**config.mk**
```make
export PLATFORM = sky130hd
export DESIGN_NAME = ec_data_resp
export DESIGN_NICKNAME = d
export VERILOG_FILES = /design/src/rtl/cpu_defs.sv /design/src/rtl/ec_data_resp.sv
export SDC_FILE = /design/constraint.sdc
export NUM_CORES = 1
export LEC_CHECK = 0
export ABC_AREA = 1
export BUFFER_PORTS_ARGS = -buffer_cell sky130_fd_sc_hd__buf_2
export CAP_MARGIN = 15
export CORE_MARGIN = 1
export CORE_UTILIZATION = 37
export CTS_BUF_LIST = sky130_fd_sc_hd__clkbuf_4
export DETAILED_ROUTE_END_ITERATION = 8
export GPL_ROUTABILITY_DRIVEN = 0
export PLACE_DENSITY = 0.89
export SLEW_MARGIN = 20
export SYNTH_ARGS = -nofsm -noshare
export SYNTH_HDL_FRONTEND = slang
export SYNTH_SLANG_ARGS = --single-unit
```
**constraint.sdc**
```tcl
create_clock -name clk -period 1.79 [get_ports clk]
set_input_delay 0.2685 -clock clk [delete_from_list [all_inputs] [get_ports clk]]
set_output_delay 0.2685 -clock clk [all_outputs]
set_load 0.1 [all_outputs]
```
**src/rtl/cpu_defs.sv**
```systemverilog
// Shared core definitions: EC data-response FSM state codes and access size codes.
package cpu_defs;

  typedef enum logic [2:0] {
    EDR_IDLE = 3'd0,
    EDR_REQ  = 3'd1,
    EDR_WAIT = 3'd2,
    EDR_DONE = 3'd3,
    EDR_KILL = 3'd4
  } edr_state_e;

  localparam logic [1:0] SZ_B = 2'd0;
  localparam logic [1:0] SZ_H = 2'd1;
  localparam logic [1:0] SZ_W = 2'd2;

endpackage

```
**src/rtl/ec_data_resp.sv**
```systemverilog
// EC-stage data bus handshake: issues one request per memory instruction, buffers the
// response until the stage advances, and drains responses of flushed instructions.
module ec_data_resp
  import cpu_defs::*;
#(
  parameter int unsigned DISC_W = 2
) (
  input  logic        clk,
  input  logic        resetn,
  input  logic        stall,
  input  logic        refresh,
  input  logic        ec_memreq,
  input  logic        ec_wr,
  input  logic [1:0]  ec_size,
  input  logic [31:0] ec_addr,
  input  logic [3:0]  ec_wstrb,
  input  logic [31:0] ec_wdata,
  output logic        data_req,
  output logic        data_wr,
  output logic [1:0]  data_size,
  output logic [31:0] data_addr,
  output logic [3:0]  data_wstrb,
  output logic [31:0] data_wdata,
  input  logic        data_addr_ok,
  input  logic        data_data_ok,
  input  logic [31:0] data_rdata,
  output logic        ec_data_ok,
  output logic [31:0] ec_data_rdata,
  output logic        ec_stall_req
);

  localparam logic [DISC_W-1:0] DiscMax = '1;

  edr_state_e        state_q, state_d, cur;
  logic [DISC_W-1:0] disc_cnt_q, disc_cnt_d;
  logic [31:0]       rbuf_q, rbuf_d;
  logic              own_ok, drop, issue, disc_inc, resp_ok;

  assign data_wr    = ec_wr;
  assign data_size  = ec_size;
  assign data_addr  = ec_addr;
  assign data_wstrb = ec_wstrb;
  assign data_wdata = ec_wdata;

  always_comb begin
    // While in reset the outputs look like IDLE with nothing outstanding.
    cur           = resetn ? state_q : EDR_IDLE;
    own_ok        = data_data_ok & (disc_cnt_q == '0);
    drop          = data_data_ok & (disc_cnt_q != '0);
    issue         = resetn & ec_memreq & ~refresh & (disc_cnt_q != DiscMax);
    state_d       = cur;
    rbuf_d        = rbuf_q;
    disc_inc      = 1'b0;
    data_req      = 1'b0;
    resp_ok       = 1'b0;
    ec_data_rdata = '0;

    unique case (cur)
      EDR_IDLE: begin
        data_req = issue;
        if (issue) state_d = data_addr_ok ? EDR_WAIT : EDR_REQ;
      end
      EDR_REQ: begin
        data_req = 1'b1;
        if (data_addr_ok) begin
          state_d  = refresh ? EDR_IDLE : EDR_WAIT;
          disc_inc = refresh;
        end else if (refresh) begin
          state_d = EDR_KILL;
        end
      end
      EDR_KILL: begin
        // An issued request is never withdrawn; its response becomes an orphan.
        data_req = 1'b1;
        if (data_addr_ok) begin
          state_d  = EDR_IDLE;
          disc_inc = 1'b1;
        end
      end
      EDR_WAIT: begin
        resp_ok       = own_ok;
        ec_data_rdata = own_ok ? data_rdata : '0;
        if (refresh) begin
          state_d  = EDR_IDLE;
          disc_inc = ~own_ok;
        end else if (own_ok) begin
          if (stall) begin
            state_d = EDR_DONE;
            rbuf_d  = data_rdata;
          end else begin
            state_d = EDR_IDLE;
          end
        end
      end
      EDR_DONE: begin
        resp_ok       = 1'b1;
        ec_data_rdata = rbuf_q;
        if (~stall | refresh) state_d = EDR_IDLE;
      end
      default: state_d = EDR_IDLE;
    endcase

    ec_data_ok   = resp_ok;
    ec_stall_req = ec_memreq & ~resp_ok & (cur != EDR_KILL);

    unique case ({disc_inc, drop})
      2'b10:   disc_cnt_d = disc_cnt_q + DISC_W'(1);
      2'b01:   disc_cnt_d = disc_cnt_q - DISC_W'(1);
      default: disc_cnt_d = disc_cnt_q;
    endcase
  end

  always_ff @(posedge clk) begin
    if (!resetn) begin
      state_q    <= EDR_IDLE;
      disc_cnt_q <= '0;
      rbuf_q     <= '0;
    end else begin
      state_q    <= state_d;
      disc_cnt_q <= disc_cnt_d;
      rbuf_q     <= rbuf_d;
    end
  end

endmodule
```
==> impl_metrics.tcl <==
set metrics [dict create \
    dr.pass1.iters 5 \
    powerDensity_nw_per_um2 414 \
    cts_tree "done" \
    cts.sink_count 37 \
    fin_skew_ps 18.4 \
    root_buffer "clkbuf_4" \
    total_power_w 0.00163 \
    slew_headroom_pct 77.2 \
    rsz0062_at_grt "yes" \
    ys_seq_area_share_pct 27.1 \
    cp.arrival_ps 1680 \
    synth_seq_cells 37 \
    critical_path_class "flop to output port" \
    cts_hold_buf 0 \
    peakVddDrop_mv 0.237 \
    insertion_delay_ps 340 \
    gr-usage-all-layers_pct 19.3 \
    p_leak_nw 1.70 \
    critPathSlowestCell "dfxtp_4" \
    yosysWarnings 0 \
    tightest_slew_ps 343 \
    antenna_found_initial 0 \
    routed_wl_um 7660 \
    initial_core_util_pct 39.3 \
    finalCriticalPeriod_ps 1950 \
    area_growth_pct 44.0 \
    dieArea_um2 7730 \
    crit_top_cell "buf_12" \
    maxCapViolCount 0 \
    hp-class "input pin to flop" \
    htree_num_levels 2 \
    cts_buffers 5 \
    grt_pass1_wl_um 11500 \
    die_height_um 87.9 \
    hold_violations 0 \
    status "finished, violations left" \
    port_buffers 73 \
    drtIter0Drc 113 \
    grt_max_degree 67 \
    grt_remaining_overflow 0 \
    required_ps 1520 \
    synth.distinct_cells 25 \
    core-area_um2 6940 \
    num_vias 2643 \
    setup_slack_ps -160 \
    start_kind "flop" \
    final_layout_size_suffix_gt1_share_pct 42.0 \
    syn_area_per_cell_um2 6.52 \
    synth.net_count 530 \
    final_area_um2 3930 \
    setup_viol 34 \
    die_w_um 87.9 \
    antenna_cells 0 \
    final_nets 540 \
    wl_per_cell_um 14.6 \
    dpl.hpwl_um 4980 \
    finalCritPeriodShare_pct 109 \
    slowest_delay_ps 370 \
    drc 0 \
    synth_area_um2 2730 \
    cp_cell_sequence "nor2_4, nand2_4, nor2_8, inv_8, buf_12, o21ai_4, buf_12" \
    grt_pass1_vias 2395 \
    cp_max_fo 5 \
    cp_num_buf_inv 3 \
    maxSlewViolCount 0 \
    critPathCaptureType "output port" \
    antenna_left 0 \
    num_rows 30 \
    ios 216 \
    clock_path_buffers 2 \
    crit_family "buffers and inverters" \
    via_per_inst 5.03 \
    fmax_mhz 513 \
    violations "negative setup slack" \
    place_area_um2 3560 \
    synth_cells 419 \
    clk_pin_slew_worst_paths_ps 110 \
]
cells by family (layout without fill, tap and decap cells):
kind of cell	Yosys count	in the layout	synth area share (%)
simple gates	171	171	26.9
buf+inv	138	148	31.1
compound gates	72	72	14.4
flops	37	37	27.1
fa+ha+maj	1	1	0.458
synthesized netlist by cell type, drive strengths merged:
library cell / instances / area [um2]
a21oi: 37 / 219
buf: 92 / 676
clkbuf: 3 / 11.3
clkinv: 1 / 3.75
dfxtp: 37 / 741
ha: 1 / 12.5
inv: 42 / 158
nand2: 83 / 319
nand3: 37 / 185
nand4: 2 / 12.5
nor2: 47 / 195
nor3: 1 / 16.3
o21ai: 35 / 175
or2: 1 / 6.26
final cells by class:
cell class                      count  area [um2]
Fill cell                         594        3010
Multi-Input combinational cell    244        1620
Timing Repair Buffer               98        1200
Sequential cell                    37         759
Inverter                           43         176
Tap cell                           96         120
Clock buffer                        5        37.5
Clock inverter                      2        11.3
layer usage:
| metal | wire (um) | up-vias | share of wire [%] | GRT usage, % |
|---|---|---|---|---|
| met4 | 275 | 0 | 3.6 | 11.2 |
| met3 | 429 | 38 | 5.6 | 2.36 |
| met2 | 4110 | 130 | 54 | 35.9 |
| li1 | - | 1260 | - | - |
| met1 | 2840 | 1215 | 37 | 20.8 |
| met5 | 0 | - | 0 | 0 |
state kept, by name, indices dropped and copies added (netlist names):
register / count
rbuf_q: 32
state_q: 3
disc_cnt_q: 2
power by group:
part | internal (W) | switching [W] | leakage [nW]
logic | 0.000134 | 0.000248 | 1.37
clock network | 0.000141 | 0.000270 | 0.0247
registers | 0.000826 | 0.00000892 | 0.302
total | 0.00110 | 0.000527 | 1.70
cells in the final DEF, fill, tap and decap left out, types with 5 or more instances in the layout:
master     n
inv_1     39
dfxtp_4    5
nand2_4    5
buf_12    39
buf_2     38
nand3_1   35
a21oi_1   28
o21ai_4   32
buf_4     14
nand2_1   70
clkbuf_4   5
nand2_2    8
a21oi_2    9
dfxtp_1   32
nor2_1    39
nor2_4     6
final timing paths:
kind / from / endpoint / slack [ps] / cells after the start
max: disc_cnt_q[1]$_SDFFE_PN0P_ / ec_data_rdata[29] / -160 / 7
min: data_addr_ok / state_q[2]$_SDFF_PN0_ / 100 / 2
max reg2reg: state_q[1]$_SDFF_PN0_ / disc_cnt_q[1]$_SDFFE_PN0P_ / -10 / 11
min reg2reg: rbuf_q[20]$_SDFFE_PN0P_ / rbuf_q[20]$_SDFFE_PN0P_ / 500 / 2
worst register-to-register path, delay by kind of cell, from the launching register on:
kind / cells / cell delay (ps)
simple gates: 4 / 380
fa+ha+maj: 1 / 270
compound gates: 4 / 430
flops: 1 / 380
buf+inv: 2 / 260
stage by stage:
step | setup slack, ps | hold slack, ps | instances | TNS (ps) | utilization, %
5_1_grt | -212 | 105 | 525 | -6590 | 56.6
3_3_place_gp | 84.1 | 450 | 504 | 0 | 51.3
6_report | -160 | 96.4 | 525 | -4650 | 56.6
2_1_floorplan | -87.4 | 330 | 419 | -224 | -
3_5_place_dp | -32.1 | 452 | 504 | -32.1 | 51.3
4_1_cts | -172 | 83.4 | 518 | -5180 | 54.4
repair_timing:
| action | in CTS | in global routing |
|---|---|---|
| cloned | 2 | 1 |
| pin swaps | 10 | 9 |
| endpoints found under the setup margin | 34 | 37 |
| gates resized for setup | 23 | 26 |
| buffers inserted | 5 | 6 |
No activity file was read; power rests on OpenSTA's default activity.
